### config.mk
export PLATFORM = sky130hd
export DESIGN_NAME = psk8_rx_controller
export DESIGN_NICKNAME = d
export VERILOG_FILES = /design/src/rtl/psk8_pkg.sv /design/src/rtl/psk8_demodulator.sv /design/src/rtl/psk8_sym_packer.sv /design/src/rtl/psk8_rx_controller.sv
export SDC_FILE = /design/constraint.sdc
export NUM_CORES = 1
export LEC_CHECK = 0
export ABC_AREA = 1
export CORE_ASPECT_RATIO = 0.5
export CORE_UTILIZATION = 50
export CTS_CLUSTER_DIAMETER = 120
export DETAILED_ROUTE_END_ITERATION = 8
export PLACE_DENSITY = 0.69
export SLEW_MARGIN = 30
export SYNTH_ARGS = -nofsm -noshare
export SYNTH_HDL_FRONTEND = slang
export SYNTH_SLANG_ARGS = --single-unit
export TNS_END_PERCENT = 20
### constraint.sdc
create_clock -name clk -period 5.9 [get_ports clk]
set_input_delay 0.59 -clock clk [delete_from_list [all_inputs] [get_ports clk]]
set_output_delay 0.59 -clock clk [all_outputs]
set_load 0.02 [all_outputs]
### src/rtl/psk8_pkg.sv
// Shared types and constants for the 8-PSK receive path.
package psk8_pkg;

  // One 8-PSK decision (Gray-coded constellation index).
  typedef logic [2:0] psk8_sym_t;

  // Receive sequencer states; encoding is visible on state_o.
  typedef enum logic [1:0] {
    PSK8_IDLE    = 2'd0,
    PSK8_HUNT    = 2'd1,
    PSK8_PAYLOAD = 2'd2
  } psk8_rx_state_e;

  // 000,011,110,101 with the oldest symbol in [11:9].
  localparam logic [11:0] PSK8_SYNC_DEFAULT = 12'h0F5;

  // Sync word length in symbols.
  localparam int unsigned PSK8_SYNC_SYMS = 4;

endpackage

### src/rtl/psk8_demodulator.sv
// Hard-decision 8-PSK slicer with a registered output.
// Ports: clk, rst_n (async active-low), i_in/q_in (5-bit signed decision
// point), sym (registered 3-bit Gray-coded decision).
module psk8_demodulator
  import psk8_pkg::*;
(
  input  logic              clk,
  input  logic              rst_n,
  input  logic signed [4:0] i_in,
  input  logic signed [4:0] q_in,
  output logic [2:0]        sym
);

  logic signed [5:0] i_ext;
  logic signed [5:0] q_ext;
  logic [5:0]        abs_i;
  logic [5:0]        abs_q;
  logic [8:0]        i_x5;
  logic [8:0]        q_x5;
  logic [8:0]        i_x2;
  logic [8:0]        q_x2;
  psk8_sym_t         dec_c;

  // Octant slicing: tan(22.5 deg) ~ 2/5 separates axis points from diagonals.
  always_comb begin
    i_ext = {i_in[4], i_in};
    q_ext = {q_in[4], q_in};
    abs_i = 6'(i_ext[5] ? -i_ext : i_ext);
    abs_q = 6'(q_ext[5] ? -q_ext : q_ext);
    i_x5  = 9'(abs_i) * 9'd5;
    q_x5  = 9'(abs_q) * 9'd5;
    i_x2  = 9'(abs_i) * 9'd2;
    q_x2  = 9'(abs_q) * 9'd2;
    dec_c = 3'b000;
    if (q_x5 < i_x2) begin
      dec_c = i_in[4] ? 3'b110 : 3'b000;
    end else if (i_x5 < q_x2) begin
      dec_c = q_in[4] ? 3'b101 : 3'b011;
    end else begin
      case ({i_in[4], q_in[4]})
        2'b00:   dec_c = 3'b001;
        2'b10:   dec_c = 3'b010;
        2'b11:   dec_c = 3'b111;
        default: dec_c = 3'b100;
      endcase
    end
  end

  always_ff @(posedge clk or negedge rst_n) begin
    if (!rst_n) sym <= '0;
    else        sym <= dec_c;
  end

endmodule

### src/rtl/psk8_sym_packer.sv
// Packs 3-bit symbols MSB-first into bytes.
// Ports: clk, rst_n, clear (drop partial bits), sym_valid/sym (symbol in),
// byte_valid/byte_data (registered one-cycle byte strobe and value).
module psk8_sym_packer
  import psk8_pkg::*;
(
  input  logic       clk,
  input  logic       rst_n,
  input  logic       clear,
  input  logic       sym_valid,
  input  logic [2:0] sym,
  output logic       byte_valid,
  output logic [7:0] byte_data
);

  localparam int unsigned ACC_W = 10;
  localparam int unsigned CNT_W = 4;

  logic [ACC_W-1:0] acc;
  logic [CNT_W-1:0] cnt;
  logic [ACC_W+2:0] cat_c;
  logic [CNT_W-1:0] cnt_sum_c;
  logic [CNT_W-1:0] shift_c;

  // acc holds cnt valid bits right-aligned; bits above cnt are don't-care.
  always_comb begin
    cat_c     = {acc, sym};
    cnt_sum_c = cnt + CNT_W'(3);
    shift_c   = cnt_sum_c - CNT_W'(8);
  end

  always_ff @(posedge clk or negedge rst_n) begin
    if (!rst_n) begin
      acc        <= '0;
      cnt        <= '0;
      byte_valid <= 1'b0;
      byte_data  <= '0;
    end else if (clear) begin
      acc        <= '0;
      cnt        <= '0;
      byte_valid <= 1'b0;
    end else begin
      byte_valid <= 1'b0;
      if (sym_valid) begin
        acc <= cat_c[ACC_W-1:0];
        if (cnt_sum_c >= CNT_W'(8)) begin
          byte_data  <= 8'(cat_c >> shift_c);
          byte_valid <= 1'b1;
          cnt        <= shift_c;
        end else begin
          cnt <= cnt_sum_c;
        end
      end
    end
  end

endmodule

### src/rtl/psk8_rx_controller.sv
// 8-PSK receive sequencer: symbol-rate decimation, sync hunt, payload packing
// and a one-deep valid/ready byte output.
// Ports: clk, rst_n (async active-low), en (low forces IDLE),
// sample_valid/i_in/q_in (sample stream), out_data/out_valid/out_ready
// (byte output), frame_start/frame_end (pulses), overflow (sticky drop flag),
// state_o (IDLE=0, HUNT=1, PAYLOAD=2).
module psk8_rx_controller
  import psk8_pkg::*;
#(
  parameter int unsigned SPS          = 4,
  parameter int unsigned STROBE_PHASE = 0,
  parameter logic [11:0] SYNC_WORD    = PSK8_SYNC_DEFAULT,
  parameter int unsigned FRAME_SYMS   = 16
) (
  input  logic              clk,
  input  logic              rst_n,
  input  logic              en,
  input  logic              sample_valid,
  input  logic signed [4:0] i_in,
  input  logic signed [4:0] q_in,
  output logic [7:0]        out_data,
  output logic              out_valid,
  input  logic              out_ready,
  output logic              frame_start,
  output logic              frame_end,
  output logic              overflow,
  output logic [1:0]        state_o
);

  localparam int unsigned PH_W = 4;
  localparam int unsigned SC_W = 8;

  psk8_rx_state_e    state, state_n;
  logic [PH_W-1:0]   phase, phase_n;
  logic signed [4:0] sym_i, sym_q;
  logic              sv1, sv2;
  logic [11:0]       sync_sr, sync_sr_n;
  logic [2:0]        sync_cnt, sync_cnt_n;
  logic [SC_W-1:0]   sym_cnt, sym_cnt_n;
  logic              strobe_c;
  logic              fs_c, fe_c;
  logic              pk_clear_c, pk_sym_valid_c;
  logic [11:0]       hunt_sr_c;
  logic [2:0]        hunt_cnt_c;
  psk8_sym_t         dec_sym;
  logic              pk_byte_valid;
  logic [7:0]        pk_byte;

  psk8_demodulator u_demod (
    .clk   (clk),
    .rst_n (rst_n),
    .i_in  (sym_i),
    .q_in  (sym_q),
    .sym   (dec_sym)
  );

  psk8_sym_packer u_packer (
    .clk        (clk),
    .rst_n      (rst_n),
    .clear      (pk_clear_c),
    .sym_valid  (pk_sym_valid_c),
    .sym        (dec_sym),
    .byte_valid (pk_byte_valid),
    .byte_data  (pk_byte)
  );

  // Next state, phase tracking and per-decision sync/payload bookkeeping.
  always_comb begin
    state_n        = state;
    phase_n        = phase;
    strobe_c       = 1'b0;
    sync_sr_n      = sync_sr;
    sync_cnt_n     = sync_cnt;
    sym_cnt_n      = sym_cnt;
    fs_c           = 1'b0;
    fe_c           = 1'b0;
    pk_clear_c     = 1'b0;
    pk_sym_valid_c = 1'b0;
    hunt_sr_c      = {sync_sr[8:0], dec_sym};
    hunt_cnt_c     = (sync_cnt == 3'd7) ? 3'd7 : sync_cnt + 3'd1;

    if (!en) begin
      state_n    = PSK8_IDLE;
      phase_n    = '0;
      sync_sr_n  = '0;
      sync_cnt_n = '0;
      sym_cnt_n  = '0;
      pk_clear_c = 1'b1;
    end else begin
      case (state)
        PSK8_IDLE: begin
          state_n = PSK8_HUNT;
          phase_n = '0;
        end
        PSK8_HUNT, PSK8_PAYLOAD: begin
          if (sample_valid) begin
            strobe_c = (phase == PH_W'(STROBE_PHASE));
            phase_n  = (phase == PH_W'(SPS - 1)) ? '0 : phase + PH_W'(1);
          end
          if (sv2) begin
            if (state == PSK8_HUNT) begin
              sync_sr_n  = hunt_sr_c;
              sync_cnt_n = hunt_cnt_c;
              if ((hunt_cnt_c >= 3'(PSK8_SYNC_SYMS)) && (hunt_sr_c == SYNC_WORD)) begin
                fs_c       = 1'b1;
                state_n    = PSK8_PAYLOAD;
                sym_cnt_n  = '0;
                pk_clear_c = 1'b1;
              end
            end else begin
              pk_sym_valid_c = 1'b1;
              if (sym_cnt == SC_W'(FRAME_SYMS - 1)) begin
                fe_c       = 1'b1;
                state_n    = PSK8_HUNT;
                sym_cnt_n  = '0;
                sync_sr_n  = '0;
                sync_cnt_n = '0;
              end else begin
                sym_cnt_n = sym_cnt + SC_W'(1);
              end
            end
          end
        end
        default: state_n = PSK8_IDLE;
      endcase
    end
  end

  // State and sequencer registers; the strobe I/Q latch survives en=0.
  always_ff @(posedge clk or negedge rst_n) begin
    if (!rst_n) begin
      state       <= PSK8_IDLE;
      phase       <= '0;
      sym_i       <= '0;
      sym_q       <= '0;
      sv1         <= 1'b0;
      sv2         <= 1'b0;
      sync_sr     <= '0;
      sync_cnt    <= '0;
      sym_cnt     <= '0;
      frame_start <= 1'b0;
      frame_end   <= 1'b0;
    end else begin
      state       <= state_n;
      phase       <= phase_n;
      if (strobe_c) begin
        sym_i <= i_in;
        sym_q <= q_in;
      end
      sv1         <= en & strobe_c;
      sv2         <= en & sv1;
      sync_sr     <= sync_sr_n;
      sync_cnt    <= sync_cnt_n;
      sym_cnt     <= sym_cnt_n;
      frame_start <= fs_c;
      frame_end   <= fe_c;
    end
  end

  // One-deep output holding register; a byte arriving while stalled is lost.
  always_ff @(posedge clk or negedge rst_n) begin
    if (!rst_n) begin
      out_data  <= '0;
      out_valid <= 1'b0;
      overflow  <= 1'b0;
    end else if (!en) begin
      out_valid <= 1'b0;
      overflow  <= 1'b0;
    end else if (pk_byte_valid) begin
      if (!out_valid || out_ready) begin
        out_data  <= pk_byte;
        out_valid <= 1'b1;
      end else begin
        overflow <= 1'b1;
      end
    end else if (out_valid && out_ready) begin
      out_valid <= 1'b0;
    end
  end

  assign state_o = state;

endmodule

* After elaboration in Yosys (flattened, before gate mapping)
Cells that the tools add are included.
Storage, ports and cells: input bits 15, output and inout port bits 14, bits in registers 76, word-level logic and storage cells 141
Operators by class: reduce and logical (&&, ||, !) cells 17, order comparisons 4, multiplexer cells 67, equality and inequality tests 21, add/sub/neg operators 7, multipliers 2, bitwise logic cells 3, shifts and indexed selects 1
Operator list (number):
- 8-bit two-way mux | 6
- 9-bit two-way mux | 5
- 3-bit two-way mux | 10
- 1-bit two-way mux | 28
- 4-bit two-way mux | 6
- 10-bit two-way mux | 2
- 9-bit by 7-bit < comparator with 1-bit output | 2
- 6-bit by 3-bit multiplier with 9-bit output (second input constant) | 2
- 3-bit AND reduction | 5
- 13-bit by 4-bit right shift with 8-bit output | 1
- 12-bit by 8-bit equality test with 1-bit output (second input constant) | 1
- 6-bit two-way mux | 2
- 5-bit negator with 6-bit output | 2
- 2-bit two-way mux | 5
- 3-bit by 1-bit != test with 1-bit output (second input constant) | 3
- 3-bit != test (second input constant) | 3
- 3-bit one-hot mux with 3 select lines | 1
- 8-bit by 1-bit adder with 8-bit output (second input constant) | 1
- 8-bit by 4-bit equality test with 1-bit output (second input constant) | 1
- 4-bit != test (second input constant) | 2
- 4-bit one-hot mux with 2 select lines | 1
- 2-bit equality test (second input constant) | 3
- 2-bit by 1-bit != test with 1-bit output (second input constant) | 3
- 2-bit AND reduction | 3
- 21 further kinds | 24

* Depth between registers and ports, before layout
depth in word-level cells 11, mapped depth 19, depth with buffers taken out 19

* By module
Synthesis repeated with hierarchy kept, for this count alone.
Unflattened totals: cells, all modules 593, area, all modules 4675.7 um^2
Modules (own cells, without submodules):
- psk8_rx_controller | area an instance 2469.9 um^2, seq. area each 1251.2 um^2, cells an instance 287, instances 1
- psk8_sym_packer | area an instance 1287.5 um^2, seq. area each 575.6 um^2, cells an instance 174, instances 1
- psk8_demodulator | area an instance 918.4 um^2, seq. area each 75.1 um^2, cells an instance 132, instances 1

* Worst setup path after synthesis
OpenSTA, ideal clock, no wires.
path kind register -> register, start point register sym_q[0], end point register u_demod.sym[1], arrival time 2.742 ns, path buffers 0, clock period less this slack 2.859 ns, path slack 3.041 ns, stages on the path, launching flop included 16, required time 5.783 ns, setup time 0.117 ns, cell sequence dfrtp_1 > inv_1 > ha_1 > or2_2 > a31oi_1 > inv_1 > ha_1 > ha_1 > nand3_1 > nand2_1 > xor2_1 > ha_1 > a211oi_1 > nand2_1 > nand3_1 > nand2_1
On the way: longest elaborated chain between the ends 5, elaborated cells on any way between the ends 7, those cells by class 1 x add/sub; 1 x mul; 2 x order compare; 3 x mux
RTL lines:
- from (decl) | line psk8_rx_controller.sv:35 | logic signed [4:0] sym_i, sym_q;
- from (signal assigned) | line psk8_rx_controller.sv:148 | sym_q <= q_in;
- 5-bit negator with 6-bit output | line psk8_demodulator.sv:29 | abs_q = 6'(q_ext[5] ? -q_ext : q_ext);
- 6-bit two-way mux * | line psk8_demodulator.sv:29
- 6-bit by 3-bit multiplier with 9-bit output or 9-bit by 7-bit < comparator with 1-bit output (tied branches) | line psk8_demodulator.sv:31, psk8_demodulator.sv:37
- 9-bit by 7-bit < comparator with 1-bit output or 3-bit two-way mux (tied branches) | line psk8_demodulator.sv:35, psk8_demodulator.sv:37
- 3-bit two-way mux * | line psk8_demodulator.sv:35 | if (q_x5 < i_x2) begin
- named net u_demod.dec_c[1] | line psk8_demodulator.sv:22 | psk8_sym_t dec_c;
- to (signal assigned) | line psk8_demodulator.sv:50 | if (!rst_n) sym <= '0;
- to (signal assigned) | line psk8_demodulator.sv:51 | else sym <= dec_c;
- to (decl) | line psk8_demodulator.sv:11 | output logic [2:0] sym
Mark *: on every way through the listed nets, which the timed path passes. The rest lies on a longest branch. A chain may end at the register's enable or synchronous reset.

* Worst setup path after layout
Same ends and word-level chain as after synthesis.

==> metrics.md <==
| Metric | Value |
|---|---|
| Status | `completed` |
| Netlist cell types | `42` |
| Initial antenna violation count | `0` |
| Die area | `between 9000 and 10,000 um2` |
| Ys async rst share | `100%` |
| DP Wirelength | `roughly 6.0 mm` |
| Crit-path max FO | `5` |
| CP Data Arrival Time | `3.39 ns` |
| Total number of H-tree levels | `3` |
| Drt drc | `0` |
| Relative slew slack | `41.7%` |
| DRT iter0 DRCs | `approximately 160` |
| Slew Viols, Final | `0` |
| Starting density of the core | `about 54%` |
| # resized after CTS | `0` |
| Final Cycle Share | `between 50 and 60%` |
| WP data required | `6.13 ns` |
| Top FF cell, synth | `dfrtp_1` |
| Avg WL per Cell | `approximately 13 um` |
| Worst slew pin tran | `between 0.8 and 0.9 ns` |
| Postcts setup bufs | `0` |
| Die height | `roughly 69 um` |
| CP Capture Type | `register` |
| Pin count of the biggest net entering global routing | `77` |
| Post-route ant nets | `0` |
| Max Cap Violations | `0` |
| CTS clk-pin slew, worst paths | `0.06 ns` |
| Final setup viols | `0` |
| IO Count | `29` |
| Cell Pwr Density | `about 490 nW/um2` |
| # port buffers | `28` |
| Clock buffer depth | `2` |
| Clk_skew | `just over 0.006 ns` |
| Total power draw | `about 0.0025 W` |
| Max VDD drop | `roughly 0.00035 V` |
| Final net count | `around 620` |
| Total negative slack | `0 ns` |
| Antenna diodes | `0` |
| WL final | `around 8.5 mm` |
| GR Overflow Total | `0` |
| RSZ-0062 raised after global routing | `false` |
| Via/cell ratio | `between 5 and 6` |
| CTS tree | `built` |
| CP Launch Type | `register` |
| Clock root buffer | `clkbuf_16` |
| Leakage | `about 2.5 nW` |
| # hold bufs at CTS | `0` |
| Share of cells above drive strength 1 | `~7.9%` |
| Cts bufs inserted | `9` |
| R2R setup slack | `~2.7 ns` |
| Routability cong. | `0.864` |
| Seq/Total Area, Yosys | `between 40% and 50%` |
| #FFs+latches synth | `between 70 and 80` |
| Hold crit path type | `in2async` |
| Post-synth EDFFs | `0` |
| Syn Area/Cell | `8.30 um2` |
| Fmax achieved | `approximately 0.32 GHz` |
| Filler cell count | `755` |
| Top delay family on crit path | `adder cells` |
| Row count | `23` |
| Crit-path most repeated cell | `ha_1` |
| Worst Path Buf+Inv | `2` |
| Area delta synth->final | `14.7%` |
| CP Cell Sequence | `inv_1, ha_1, or2_2, a31oi_1, inv_1, ha_1, ha_1, nand3_1, nand2_1, xor2_1, ha_1, a211oi_1, nand2_1, nand3_1, nand2_1` |
| Hold Vio Cnt, Final | `0` |
| Mapped Cells | `roughly 540` |
| CTS Sinks | `76` |
| Gr usage total | `between 20% and 30%` |
| Die X | `136 um` |
| Post-Syn Area | `around 4500 um2` |
| Total vias in the final route | `between 3,000 and 4,000` |
| Crit Path Class | `reg2reg` |
| Total core area | `around 8300 um2` |
| Global-route wire length before repair | `14.8 mm` |
| Min Tclk post-route | `about 3.2 ns` |
| Syn. warnings | `0` |
| Critical Path Slowest Stage Cell | `dfrtp_1` |
| Vias in the first global route | `between 3,000 and 4,000` |
| Initial DRT Pass Iterations | `4` |
| Worst-skew pair later-pin latency | `0.34 ns` |
| Peak per-stage delay on the critical path | `approximately 0.41 ns` |
## cells in the final DEF, fill, tap and decap left out, drive strengths merged, types with 4 or more instances in the layout
cell type	instances
nand2	113
inv	83
dfrtp	76
o21ai	73
nand3	38
ha	36
clkdlybuf4s50	27
nor2	26
a21oi	14
xor2	10
o22ai	9
clkbuf	9
nand4	8
nor3	8
conb	5
xnor2	4
clkinv	4
## synth_stat cells, types with 3 or more instances
cell | instances | share of area (%)
ha_1 | 36 | 10
nand3_1 | 36 | 4.0
o211ai_1 | 3 | 0.50
inv_2 | 4 | 0.34
inv_1 | 78 | 6.5
o21ai_1 | 10 | 1.1
xnor2_1 | 3 | 0.59
dfrtp_1 | 76 | 43
a21oi_1 | 13 | 1.5
buf_2 | 8 | 0.90
o21ai_0 | 57 | 6.4
nor2_1 | 22 | 1.8
clkbuf_1 | 5 | 0.42
nand4_1 | 8 | 1.1
o31ai_1 | 3 | 0.50
buf_6 | 3 | 0.76
or2_2 | 3 | 0.42
o22ai_1 | 9 | 1.3
nand2_1 | 111 | 9.3
xor2_1 | 9 | 1.8
nor3_1 | 8 | 0.90
o21ai_2 | 6 | 1.2
## cells by family (layout without fill, tap and decap cells)
kind of cell    after synthesis  in the layout  share of synthesized area [%]
compound gates              109            109                           13.9
xor+xnor                     14             14                           3.08
fa+ha+maj                    38             38                           11.0
buf+inv                     101            127                           9.37
flops                        76             76                           42.5
mux                           3              3                          0.727
other cells                   2              5                          0.168
simple gates                196            196                           19.3
## flip-flops by register name, indices dropped and copies added, names as in the netlist
| name | count |
|---|---|
| u_packer.acc | 10 |
| sync_sr | 9 |
| out_data | 8 |
| sym_cnt | 8 |
| u_packer.byte_data | 8 |
| sym_i | 5 |
| sym_q | 5 |
| phase | 4 |
| u_packer.cnt | 4 |
| sync_cnt | 3 |
| u_demod.sym | 3 |
| state_o | 2 |
| frame_end | 1 |
| frame_start | 1 |
| out_valid | 1 |
| overflow | 1 |
| sv1 | 1 |
| sv2 | 1 |
| u_packer.byte_valid | 1 |
## final timing paths
kind / start / to / cells after the start
setup / recovery: sym_q[0] / u_demod.sym[1] / 15
hold / removal: rst_n / u_packer.byte_data[7] / 1
setup reg to reg: sym_q[0] / u_demod.sym[1] / 15
hold reg to reg: sv1 / sv2 / 2
max in group asynchronous: rst_n / frame_start / 1
min in group clk: sv1 / sv2 / 2
## power by group
part | switching, W | leakage, nW | internal [W]
logic | 0.000744 | 1.32 | 0.000503
clock network | 0.000214 | 0.151 | 0.000368
registers | 0.0000690 | 1.00 | 0.000599
total | 0.00103 | 2.48 | 0.00147
## metal layers
layer | vias to the layer above | track usage [%] | routed length [um]
met1 | 1552 | 27.0 | 4230
met5 | - | 0 | 0
met4 | 0 | 8.99 | 140
met2 | 54 | 34.9 | 3880
li1 | 1804 | - | -
met3 | 13 | 4.39 | 252
## stage by stage
step	area [um2]	setup slack, ns	std cells	hold slack [ns]	util [%]
3_3_place_gp	4810	2.84	665	0.414	57.8
2_1_floorplan	4480	3.04	542	0.294	-
3_5_place_dp	4810	2.77	665	0.429	57.9
6_report	5130	2.74	680	0.269	61.7
4_1_cts	5130	2.75	680	0.434	61.7
5_1_grt	5130	2.45	680	0.334	61.7
## cell type report
| cell class | count | area, um2 | area share, % |
|---|---|---|---|
| Timing Repair Buffer | 28 | 282 | 5.49 |
| Tap cell | 112 | 140 | 2.73 |
| Sequential cell | 76 | 1900 | 37.1 |
| Inverter | 84 | 319 | 6.22 |
| Clock inverter | 6 | 90.1 | 1.76 |
| Clock buffer | 9 | 225 | 4.39 |
| Multi-Input combinational cell | 365 | 2170 | 42.4 |
Power figures use the tool's default switching activity.
